## src/rtl/uart_io_server_if.sv

```systemverilog
// uart_io_server_if: exec-side UART request bus between a requester and uart_io_server.
interface uart_io_server_if;
  logic        order;
  logic [1:0]  size;
  logic [31:0] o_data;
  logic        write_flag;
  logic        accepted;
  logic        done;
  logic [31:0] i_data;
  modport master (output order, size, o_data, write_flag, input accepted, done, i_data);
  modport slave (input order, size, o_data, write_flag, output accepted, done, i_data);
endinterface

```

## src/rtl/uart_io_server.sv

```systemverilog
// uart_io_server: serves one UART request at a time (write -> TX bytes, read <- RX FIFO).
// Define UART_IO_OVERRUN_EN to add the sticky rx_overrun flag for dropped RX bytes.
module uart_io_server #(
  parameter int RX_DEPTH     = 16,
  parameter int LOG_RX_DEPTH = 4
) (
  input  logic              clk,
  input  logic              rstn,
  uart_io_server_if.slave   bus,
  output logic [7:0]        tx_data,
  output logic              tx_valid,
  input  logic              tx_ready,
  input  logic [7:0]        rx_data,
  input  logic              rx_valid
`ifdef UART_IO_OVERRUN_EN
  ,
  output logic              rx_overrun
`endif
);
  typedef enum logic [1:0] {IDLE, SEND, RECV, DONE} state_t;
  localparam logic [LOG_RX_DEPTH:0] FULL = (LOG_RX_DEPTH+1)'(RX_DEPTH);
  state_t state, state_nx;
  logic [1:0] idx, last;
  logic [31:0] wdata, rdata;
  logic [7:0] mem [RX_DEPTH];
  logic [LOG_RX_DEPTH-1:0] wp, rp;
  logic [LOG_RX_DEPTH:0] cnt;
  logic push, pop, step, ovr_bit;
  always_comb begin
    state_nx     = state;
    bus.accepted = 1'b0;
    bus.done     = 1'b0;
    tx_valid     = 1'b0;
    tx_data      = '0;
    pop          = 1'b0;
    case (state)
      IDLE: begin
        bus.accepted = bus.order & rstn;
        state_nx     = bus.order ? (bus.write_flag ? SEND : RECV) : IDLE;
      end
      SEND: begin
        tx_valid = 1'b1;
        tx_data  = wdata[{idx, 3'b0} +: 8];
        state_nx = (tx_ready && idx == last) ? DONE : SEND;
      end
      RECV: begin
        pop      = cnt != '0;
        state_nx = (pop && idx == last) ? DONE : RECV;
      end
      default: begin
        bus.done = 1'b1;
        state_nx = IDLE;
      end
    endcase
    bus.i_data = bus.done ? rdata : '0;
  end
  // A full FIFO still takes a byte when a pop frees a slot in the same cycle.
  assign push = rx_valid & (cnt != FULL | pop);
  assign step = (state == SEND & tx_ready) | pop;
`ifdef UART_IO_OVERRUN_EN
  logic ovr;
  assign rx_overrun = ovr;
  assign ovr_bit    = ovr & ~bus.write_flag & ~bus.size[1];
  always_ff @(posedge clk or negedge rstn)
    if (!rstn) ovr <= 1'b0;
    else if (rx_valid & ~push) ovr <= 1'b1;
    else if (bus.accepted & ~bus.write_flag) ovr <= 1'b0;
`else
  assign ovr_bit = 1'b0;
`endif
  always_ff @(posedge clk or negedge rstn)
    if (!rstn) begin
      state <= IDLE;
      idx   <= '0;
      last  <= '0;
      wdata <= '0;
      rdata <= '0;
      wp    <= '0;
      rp    <= '0;
      cnt   <= '0;
    end else begin
      state <= state_nx;
      if (bus.accepted) begin
        idx   <= '0;
        last  <= bus.size[1] ? 2'd3 : {1'b0, bus.size[0]};
        wdata <= bus.o_data;
        rdata <= {ovr_bit, 31'b0};
      end else if (step) idx <= idx + 2'd1;
      if (pop) begin
        rdata[{idx, 3'b0} +: 8] <= mem[rp];
        rp <= rp + 1'b1;
      end
      if (push) wp <= wp + 1'b1;
      cnt <= cnt + (LOG_RX_DEPTH+1)'(push) - (LOG_RX_DEPTH+1)'(pop);
    end
  always_ff @(posedge clk)
    if (push) mem[wp] <= rx_data;
endmodule

```

## src/flat_wrapper.sv

```systemverilog
// flat-port wrapper written by rule: the top's interface ports become plain ports
module uart_io_server_flat 
#(
  parameter int RX_DEPTH     = 16,
  parameter int LOG_RX_DEPTH = 4
)
  (clk, rstn, tx_data, tx_valid, tx_ready, rx_data, rx_valid, bus_order, bus_size, bus_o_data, bus_write_flag, bus_accepted, bus_done, bus_i_data);
  uart_io_server_if bus_i ();
  input  logic clk;
  input  logic rstn;
  output logic [7:0] tx_data;
  output logic tx_valid;
  input  logic tx_ready;
  input  logic [7:0] rx_data;
  input  logic rx_valid;
  input wire logic [$bits(bus_i.order)-1:0] bus_order;
  input wire logic [$bits(bus_i.size)-1:0] bus_size;
  input wire logic [$bits(bus_i.o_data)-1:0] bus_o_data;
  input wire logic [$bits(bus_i.write_flag)-1:0] bus_write_flag;
  output wire logic [$bits(bus_i.accepted)-1:0] bus_accepted;
  output wire logic [$bits(bus_i.done)-1:0] bus_done;
  output wire logic [$bits(bus_i.i_data)-1:0] bus_i_data;
  assign bus_i.order = bus_order;
  assign bus_i.size = bus_size;
  assign bus_i.o_data = bus_o_data;
  assign bus_i.write_flag = bus_write_flag;
  assign bus_accepted = bus_i.accepted;
  assign bus_done = bus_i.done;
  assign bus_i_data = bus_i.i_data;
  uart_io_server #(.RX_DEPTH(RX_DEPTH), .LOG_RX_DEPTH(LOG_RX_DEPTH)) u_core (.clk(clk), .rstn(rstn), .bus(bus_i), .tx_data(tx_data), .tx_valid(tx_valid), .tx_ready(tx_ready), .rx_data(rx_data), .rx_valid(rx_valid));
endmodule
```

## config.mk

```make
export PLATFORM = sky130hd
export DESIGN_NAME = uart_io_server_flat
export DESIGN_NICKNAME = d
export VERILOG_FILES = /design/src/rtl/uart_io_server_if.sv /design/src/rtl/uart_io_server.sv /design/src/flat_wrapper.sv
export SDC_FILE = /design/constraint.sdc
export NUM_CORES = 1
export LEC_CHECK = 0
export ABC_CLOCK_PERIOD_IN_PS = 5740
export CORE_AREA = 8 8 186 144
export CTS_CLUSTER_SIZE = 12
export DETAILED_ROUTE_END_ITERATION = 8
export DIE_AREA = 0 0 194 152
export GPL_TIMING_DRIVEN = 1
export HOLD_SLACK_MARGIN = 0.05
export PLACE_DENSITY_LB_ADDON = 0.15
export SLEW_MARGIN = 20
export SYNTH_ARGS = -nofsm -noshare
export SYNTH_HDL_FRONTEND = slang
export SYNTH_SLANG_ARGS = --single-unit
```

## constraint.sdc

```tcl
create_clock -name clk -period 5.74 [get_ports clk]
set_input_delay 1.148 -clock clk [delete_from_list [all_inputs] [get_ports clk]]
set_output_delay 1.148 -clock clk [all_outputs]
set_load 0.005 [all_outputs]
```

==> results.py, run 1 <==
metrics = {
    "clocking": {
        "cts.htree.levels": 1,
        "clk_latency_ns": 0.52,
        "path_clk_slew_ns": 0.06,
        "clock-sinks": 211,
        "max-clock-path-buffers": 3,
        "clock-root-buffer": "clkbuf_16",
        "ctsResizeCount": 0,
        "postCtsSetupBuffers": 0,
        "cts-buffers-inserted": 23,
        "hold_buffers": 0,
        "cts_tree": "yes",
    },
    "hold_path": {
        "worstHoldPathType": "reg2reg",
        "min_path_cells": 2,
    },
    "place": {
        "hpwlAfterDp_um": 14900,
        "portBuffers": 90,
        "dp.cells": 923,
        "gp_congestion": 0.822,
        "dp_slack_ns": 1.94,
    },
    "timing": {
        "maxSlewHeadroom_pct": 39.3,
        "finalHoldViolations": 0,
        "setup_violations": 0,
        "holdWs_ns": 0.491,
        "fin_skew_ns": 0.0107,
        "rsz0062_at_grt": "false",
        "fmax_mhz": 245,
        "worstMarginPinSlew_ns": 0.911,
        "period_share_pct": 71.1,
        "slew_violations": 0,
        "worst_slack_ns": 1.66,
        "fin_setup_tns_ns": 0,
        "fin_crit_ns": 4.08,
    },
    "cells_and_area": {
        "fin_cells": 965,
        "num-fill-cells": 2025,
        "area_delta_synth_final_pct": 19.4,
        "antennaDiodeCount": 0,
        "nNetsFinal": 707,
        "fin_util_pct": 47.2,
        "drive_above_1_share_pct": 19.9,
    },
    "pwr": {
        "vdd_drop_max_mv": 0.219,
        "p_leak_uw": 0.00428,
        "powerDensity_nw_per_um2": 487,
    },
    "die": {
        "die_y_um": 152,
        "initial_core_util_pct": 39.5,
        "rows": 49,
        "dieArea_um2": 29500,
        "fp.coreArea_um2": 23700,
        "dieWidth_um": 194,
        "boundaryPins": 91,
    },
    "global_routing": {
        "grt_max_degree": 61,
        "grt_overflow": 0,
        "antenna_found_initial": 0,
        "grt_pass1_wl_um": 33300,
        "grt_use_total_pct": 14.4,
        "grt_pass1_vias": 5373,
    },
    "yosys": {
        "syn_area_um2": 9350,
        "yosys-top-cells-count": "edfxtp_1, dfrtp_1, nand2_1, mux2_2",
        "netlist_top_cells_area": "edfxtp_1, dfrtp_1, mux4_2",
        "syn_area_per_cell_um2": 16.8,
        "yosys_warnings": 0,
        "ys.flop_type": "edfxtp_1",
        "syn_inst": 555,
        "synth.distinct_cells": 53,
        "async_flop_share_pct": 39.3,
        "synthesis.nets": 620,
        "synth_edf_count": 128,
        "yosysTopAreaCell": "edfxtp_1",
        "ys_seq_area_share_pct": 63.4,
        "ys_seq_elements": 211,
        "yosysTopAreaCellShare_pct": 41.1,
        "synth.most_common_cell": "edfxtp_1",
    },
    "critical_path": {
        "crit_type": "reg2out",
        "cp.arrival_ns": 2.94,
        "cp-end-kind": "primary output",
        "cp_max_fo": 37,
        "worstPathRequired_ns": 4.59,
        "r2r_cells": 9,
        "start_kind": "flop",
    },
    "drt": {
        "wirelength_um": 21400,
        "post_drt_wl_per_cell_um": 22.2,
        "viasPerCell": 5.40,
        "first_pass_iters": 5,
        "vias": 5207,
        "drc": 0,
        "ant_nets": 0,
        "drt-initial-drc-count": 410,
    },
    "job": {
        "drv_cap": 0,
    },
    "outcome": {
        "outcome": "finished, final reports clean",
    },
}
[final cells by class]
class | count | area (um^2) | area share, %
timing repair buffer | 94 | 928 | 8.32
inverter | 17 | 68.8 | 0.617
clock inverter | 4 | 50.0 | 0.449
sequential | 211 | 5920 | 53.1
multi-input combinational | 295 | 3120 | 28.0
clock buffer | 38 | 682 | 6.11
tap | 306 | 383 | 3.43
[worst paths after layout]
path / startpoint / endpoint / slack, ns
min reg2reg: u_core.rdata[23] / u_core.rdata[23] / 0.49
min: u_core.rdata[23] / u_core.rdata[23] / 0.49
max in group asynchronous: rstn / u_core.rp[0] / 4.05
max: u_core.state[0] / tx_data[3] / 1.66
max reg2reg: u_core.state[1] / u_core.cnt[4] / 2.26
min in group asynchronous: rstn / u_core.rdata[6] / 0.55
[cells by family after synthesis]
family                   after synthesis  share of synthesized area, %
AO/OA/AOI/OAI                         48                          4.85
XOR/XNOR                              13                          1.22
adder cells (fa/ha/maj)               17                          2.36
buffers and inverters                 49                          3.60
flip-flops                           211                          63.4
multiplexers                          90                          16.3
AND/OR/NAND/NOR                      127                          8.30
[state kept, by name, indices dropped and copies added (netlist names)]
| name | count |
|---|---|
| u_core.cnt | 5 |
| u_core.idx | 2 |
| u_core.last | 2 |
| u_core.mem | 128 |
| u_core.rdata | 32 |
| u_core.rp | 4 |
| u_core.state | 2 |
| u_core.wdata | 32 |
| u_core.wp | 4 |
[stage by stage]
stage	power, uW	area, um^2
after global placement	3980	10400
final	5440	11200
after floorplan	3520	9350
after global routing	5740	11200
after CTS	5490	11100
after detailed placement	4040	10400
[worst max-delay path, stage by stage (launching register included)]
cell	delay (ns)
dfrtp_1	0.91
nor2b_1	0.76
and2_1	0.23
clkdlybuf4s50_1	0.53
[cells in the final DEF, fill, tap and decap left out, types with 4 or more instances in the layout]
cell and n:
edfxtp_1 128, clkdlybuf4s50_1 89, dfrtp_1 81, nand2_1 43
mux2_2 33, and3_1 32, o221ai_1 32, mux4_2 26
clkbuf_16 23, inv_1 16, nor2_1 16, ha_1 16
mux4_1 14, xnor2_1 11, clkbuf_1 10, and2_1 9
mux2i_1 9, mux2i_2 8, clkbuf_8 5, buf_4 5
a21oi_1 4, nand3b_4 4, a31oi_4 4, nor3_2 4
[routing by layer]
metal,vias to the layer above,global-route usage [%],share of wire [%]
li1,2341,-,-
met1,2657,21.8,51
met2,175,20.2,42
met3,34,3.11,5.2
met4,0,4.10,2.2
met5,-,0,0
[power by group]
part | leakage [uW] | internal (uW) | switching [uW]
combinational | 0.00171 | 856 | 827
clock | 0.000358 | 854 | 580
sequential | 0.00220 | 1960 | 360
Note: power is estimated with default switching activity, not from simulation.
==> inputs of run 2 (changes only) <==
--- a/config.mk
+++ b/config.mk
@@ -5,7 +5,7 @@
 export SDC_FILE = /design/constraint.sdc
 export NUM_CORES = 1
 export LEC_CHECK = 0
-export ABC_CLOCK_PERIOD_IN_PS = 5740
+export ABC_CLOCK_PERIOD_IN_PS = 3700
 export CORE_AREA = 8 8 186 144
 export CTS_CLUSTER_SIZE = 12
 export DETAILED_ROUTE_END_ITERATION = 8
==> constraint.sdc (replaced) <==
create_clock -name clk -period 3.7 [get_ports clk]
set_input_delay 0.74 -clock clk [delete_from_list [all_inputs] [get_ports clk]]
set_output_delay 0.74 -clock clk [all_outputs]
set_load 0.005 [all_outputs]
==> results.py, run 2 (same netlist as run 1, synthesis figures left out) <==
metrics = {
    "critical_path": {
        "cp_max_fo": 15,
        "crit_type": "reg2out",
        "worstPathRequired_ns": 2.96,
        "r2r_end": "u_core.cnt[4]",
        "cpMaxStageDelayCell": "dfrtp_1",
        "cp.arrival_ns": 2.56,
        "crit_chain": "mux4_2 -> and2_1 -> clkdlybuf4s50_1",
        "regToRegStartpoint": "u_core.cnt[3]",
        "r2r_cells": 14,
        "path_delay_family": "flip-flops",
        "rrSetupSlack_ns": 0.67,
        "max_stage_delay_ns": 0.85,
        "crit_start": "u_core.idx[0]",
        "cp-end-kind": "primary output",
        "crit_buf_inv": 1,
        "start_kind": "flop",
    },
    "timing": {
        "slew_violations": 0,
        "fin_skew_ns": 0.0117,
        "fin_setup_tns_ns": 0,
        "setup_violations": 0,
        "period_share_pct": 89.2,
        "rsz0062_at_grt": "false",
        "finalHoldViolations": 0,
        "fmax_mhz": 303,
        "worstMarginPinSlew_ns": 0.894,
        "worst_slack_ns": 0.399,
        "maxSlewHeadroom_pct": 40.4,
        "fin_crit_ns": 3.30,
    },
    "die": {
        "boundaryPins": 91,
        "dieWidth_um": 194,
        "die_y_um": 152,
        "rows": 49,
        "fp.coreArea_um2": 23700,
        "initial_core_util_pct": 39.5,
        "dieArea_um2": 29500,
    },
    "clocking": {
        "clock-sinks": 211,
        "ctsResizeCount": 0,
        "path_clk_slew_ns": 0.06,
        "hold_buffers": 0,
        "clock-root-buffer": "clkbuf_16",
        "postCtsSetupBuffers": 0,
        "clk_latency_ns": 0.51,
        "cts.htree.levels": 1,
        "max-clock-path-buffers": 3,
        "cts_tree": "yes",
        "cts-buffers-inserted": 23,
    },
    "drt": {
        "drt-initial-drc-count": 388,
        "viasPerCell": 5.34,
        "ant_nets": 0,
        "vias": 5285,
        "drc": 0,
        "post_drt_wl_per_cell_um": 21.5,
        "first_pass_iters": 4,
        "wirelength_um": 21300,
    },
    "cells_and_area": {
        "registers.top_by_ff_count": "u_core.mem",
        "nNetsFinal": 731,
        "top_regs": "u_core.mem: 128 flops, u_core.rdata: 32 flops, u_core.wdata: 32 flops",
        "antennaDiodeCount": 0,
        "final_cell_mix": "edfxtp_1, clkdlybuf4s50_1, dfrtp_1",
        "area_delta_synth_final_pct": 20.9,
        "drive_above_1_share_pct": 22.3,
        "largest_reg_flops": 128,
        "final_common_cell": "edfxtp_1",
    },
    "pwr": {
        "p_leak_uw": 0.00439,
        "power.switching_uw": 2720,
        "powerDensity_nw_per_um2": 744,
        "clkPwrFrac_pct": 25.3,
        "switching_share_pct": 32.4,
        "power_frac_comb_pct": 31.8,
        "seq_power_share_pct": 43.0,
        "vdd_drop_max_mv": 0.426,
        "p_int_uw": 5680,
    },
    "global_routing": {
        "grt_pass1_vias": 5466,
        "grt_max_degree": 50,
        "grt_use_total_pct": 14.3,
        "grt_overflow": 0,
        "antenna_found_initial": 0,
        "grt_pass1_wl_um": 33300,
    },
    "place": {
        "dp_slack_ns": 0.676,
        "hpwlAfterDp_um": 14900,
        "gp_congestion": 0.839,
        "portBuffers": 90,
    },
    "outcome": {
        "outcome": "finished, final reports clean",
    },
    "hold_path": {
        "worstHoldPathType": "in2async",
    },
    "job": {
        "drv_cap": 0,
    },
}
-- run 2: cell count changes in the layout (fill, tap and decap cells not counted), sizes merged --
| cell | change |
|---|---|
| clkinvlp | +1 |
| clkinv | +3 |
| inv | -1 |
| clkbuf | -2 |
| buf | +24 |
| bufinv | -1 |
-- run 2: worst max-delay path by stage --
stage / end / slack [ns] / cells past startpoint
6_report: tx_data[7] / 0.40 / 3
5_1_grt: tx_data[7] / 0.23 / 3
4_1_cts: tx_data[0] / 0.33 / 3
3_5_place_dp: u_core.cnt[4] / 0.68 / 14
3_3_place_gp: u_core.cnt[4] / 0.82 / 14
2_1_floorplan: u_core.cnt[4] / 0.85 / 16
-- run 2: cell type report --
cell class                      instances  area (um^2)
Timing Repair Buffer                  118         1110
Tap cell                              306          383
Multi-Input combinational cell        295         3100
Fill cell                            2088        12400
Clock buffer                           36          674
Sequential cell                       211         5920
Inverter                               17         68.8
Clock inverter                          6         35.0
-- run 2: worst reg2reg max path, cell delays in order (launching register included) --
cell and delay, ns:
dfrtp_1 0.38, inv_1 0.10, ha_1 0.17, or4b_4 0.60
nand2_8 0.14, inv_6 0.08, ha_1 0.29, inv_1 0.05
ha_1 0.17, inv_1 0.07, fa_1 0.43, inv_1 0.08
a21oi_1 0.08, o21bai_1 0.17, xnor2_1 0.14
-- run 2: metal layers --
layer	GRT usage (%)	wire length, um	vias to the layer above
met5	0	0	-
met4	3.30	372	0
met3	3.09	1190	30
met2	21.1	9320	144
met1	21.1	10400	2724
li1	-	-	2387
-- run 2: metrics by stage --
stage / total power, uW / hold WS [ns] / util (%) / cells / instance area (um^2)
after detailed placement: 6370 / 0.477 / 44.7 / 947 / 10600
after global routing: 8890 / 0.343 / 47.7 / 989 / 11300
final: 8400 / 0.317 / 47.7 / 989 / 11300
after global placement: 6270 / 0.478 / 44.7 / 947 / 10600
after floorplan: 5460 / 0.444 / - / 555 / 9350
after CTS: 8530 / 0.325 / 47.7 / 989 / 11300
-- run 2: power by group through the flow --
stage	logic (uW)	registers [uW]	clock network [uW]
floorplan	2210	3250	0
global placement	2640	3640	0
detailed placement	2700	3670	0
CTS	2720	3620	2190
global route	2910	3690	2280
finish	2670	3610	2120
==> inputs of run 3 (changes only) <==
--- a/config.mk
+++ b/config.mk
@@ -6,12 +6,14 @@
 export NUM_CORES = 1
 export LEC_CHECK = 0
 export ABC_CLOCK_PERIOD_IN_PS = 3700
+export CAP_MARGIN = 5
 export CORE_AREA = 8 8 186 144
 export CTS_CLUSTER_SIZE = 12
 export DETAILED_ROUTE_END_ITERATION = 8
 export DIE_AREA = 0 0 194 152
 export GPL_TIMING_DRIVEN = 1
 export HOLD_SLACK_MARGIN = 0.05
+export MAX_ROUTING_LAYER = met4
 export PLACE_DENSITY_LB_ADDON = 0.15
 export SLEW_MARGIN = 20
 export SYNTH_ARGS = -nofsm -noshare
==> results.py, run 3 (same netlist as run 1, synthesis figures left out) <==
metrics = {
    "critical_path": {
        "start_kind": "flop",
        "cp-endpoint": "tx_data[7]",
        "crit_type": "reg2out",
        "crit_start": "u_core.idx[0]",
        "cp.arrival_ns": 2.57,
        "regToRegStartpoint": "u_core.cnt[3]",
        "cp-end-kind": "primary output",
        "cp_max_fo": 15,
        "r2r_end": "u_core.cnt[4]",
        "rrSetupSlack_ns": 0.67,
        "r2r_cells": 14,
        "worstPathRequired_ns": 2.96,
    },
    "clocking": {
        "ctsResizeCount": 0,
        "hold_buffers": 0,
        "clk_latency_ns": 0.51,
        "cts-buffers-inserted": 23,
        "cts_tree": "yes",
        "clock-root-buffer": "clkbuf_16",
        "cts.htree.levels": 1,
        "clock-sinks": 211,
        "path_clk_slew_ns": 0.06,
        "postCtsSetupBuffers": 0,
        "max-clock-path-buffers": 3,
    },
    "timing": {
        "fin_setup_tns_ns": 0,
        "rsz0062_at_grt": "false",
        "finalHoldViolations": 0,
        "fin_crit_ns": 3.31,
        "maxSlewHeadroom_pct": 41.8,
        "setup_violations": 0,
        "fin_skew_ns": 0.0117,
        "worstMarginPinSlew_ns": 0.874,
        "period_share_pct": 89.3,
        "slew_violations": 0,
        "fmax_mhz": 303,
    },
    "die": {
        "die_y_um": 152,
        "dieArea_um2": 29500,
        "initial_core_util_pct": 39.5,
        "fp.coreArea_um2": 23700,
        "boundaryPins": 91,
        "dieWidth_um": 194,
        "rows": 49,
    },
    "global_routing": {
        "grt_overflow": 0,
        "grt_use_total_pct": 14.7,
        "grt_max_degree": 50,
        "grt_pass1_wl_um": 33400,
        "antenna_found_initial": 0,
        "grt_pass1_vias": 5478,
    },
    "cells_and_area": {
        "nNetsFinal": 731,
        "registers.top_by_ff_count": "u_core.mem",
        "largest_reg_flops": 128,
        "antennaDiodeCount": 0,
        "top_regs": "u_core.mem: 128 flops, u_core.rdata: 32 flops, u_core.wdata: 32 flops",
        "final_common_cell": "edfxtp_1",
        "area_delta_synth_final_pct": 20.9,
        "final_cell_mix": "edfxtp_1, clkdlybuf4s50_1, dfrtp_1",
        "num-fill-cells": 2088,
        "fin_area_um2": 11300,
        "drive_above_1_share_pct": 22.3,
    },
    "drt": {
        "wirelength_um": 21300,
        "first_pass_iters": 6,
        "post_drt_wl_per_cell_um": 21.6,
        "vias": 5248,
        "drc": 0,
        "ant_nets": 0,
        "viasPerCell": 5.31,
        "drt-initial-drc-count": 412,
    },
    "place": {
        "portBuffers": 90,
        "dpl_cell_area_um2": 10600,
        "gp_congestion": 0.852,
        "hpwlAfterDp_um": 14900,
    },
    "hold_path": {
        "worstHoldPathType": "in2async",
    },
    "pwr": {
        "powerDensity_nw_per_um2": 744,
        "p_leak_uw": 0.00439,
        "vdd_drop_max_mv": 0.425,
    },
    "job": {
        "drv_cap": 0,
    },
    "outcome": {
        "outcome": "finished, final reports clean",
    },
}
run 3: worst min path at each step:
stage	start	to	slack (ns)	depth (start not counted)
finish	rstn	u_core.cnt[2]	0.31	2
global route	rstn	u_core.cnt[2]	0.34	2
CTS	rstn	u_core.cnt[2]	0.32	2
detailed placement	u_core.rdata[17]	u_core.rdata[17]	0.48	2
global placement	u_core.rdata[22]	u_core.rdata[22]	0.48	2
floorplan	rstn	u_core.cnt[0]	0.44	0
run 3: layer usage:
metal  global-route usage (%)  wire length (um)  part of all wire (%)
met2                     21.1              9250                    43
met4                     3.30               406                   1.9
met1                     21.3             10400                    49
met5                        -                 0                     0
met3                     2.98              1250                   5.9
run 3: area by class of cell:
type,instances,area [um^2],area share (%)
Sequential cell,211,5920,52.4
Multi-Input combinational cell,295,3100,27.5
Timing Repair Buffer,118,1110,9.81
Clock buffer,36,674,5.97
Tap cell,306,383,3.39
Inverter,17,68.8,0.609
Clock inverter,6,35.0,0.310
run 3: metrics by stage:
| step | total power (uW) | hold WS (ns) | worst slack [ns] | cells | util, % |
|---|---|---|---|---|---|
| 2_1_floorplan | 5460 | 0.444 | 0.851 | 555 | - |
| 3_3_place_gp | 6270 | 0.478 | 0.816 | 947 | 44.7 |
| 3_5_place_dp | 6370 | 0.477 | 0.676 | 947 | 44.7 |
| 4_1_cts | 8530 | 0.325 | 0.330 | 989 | 47.7 |
| 5_1_grt | 8890 | 0.344 | 0.233 | 989 | 47.7 |
| 6_report | 8400 | 0.315 | 0.394 | 989 | 47.7 |
run 3: worst max-delay path, cell delays in order, from the launching register on:
cell and delay, ns:
dfrtp_1 0.85, mux4_2 0.58, and2_1 0.17, clkdlybuf4s50_1 0.46
run 3: power by group:
| part | switching (uW) | leakage, uW | total, uW | internal [uW] |
|---|---|---|---|---|
| logic | 1280 | 0.00184 | 2670 | 1400 |
| clock network | 872 | 0.000347 | 2120 | 1250 |
| registers | 571 | 0.00220 | 3610 | 3040 |
| total | 2720 | 0.00439 | 8400 | 5680 |
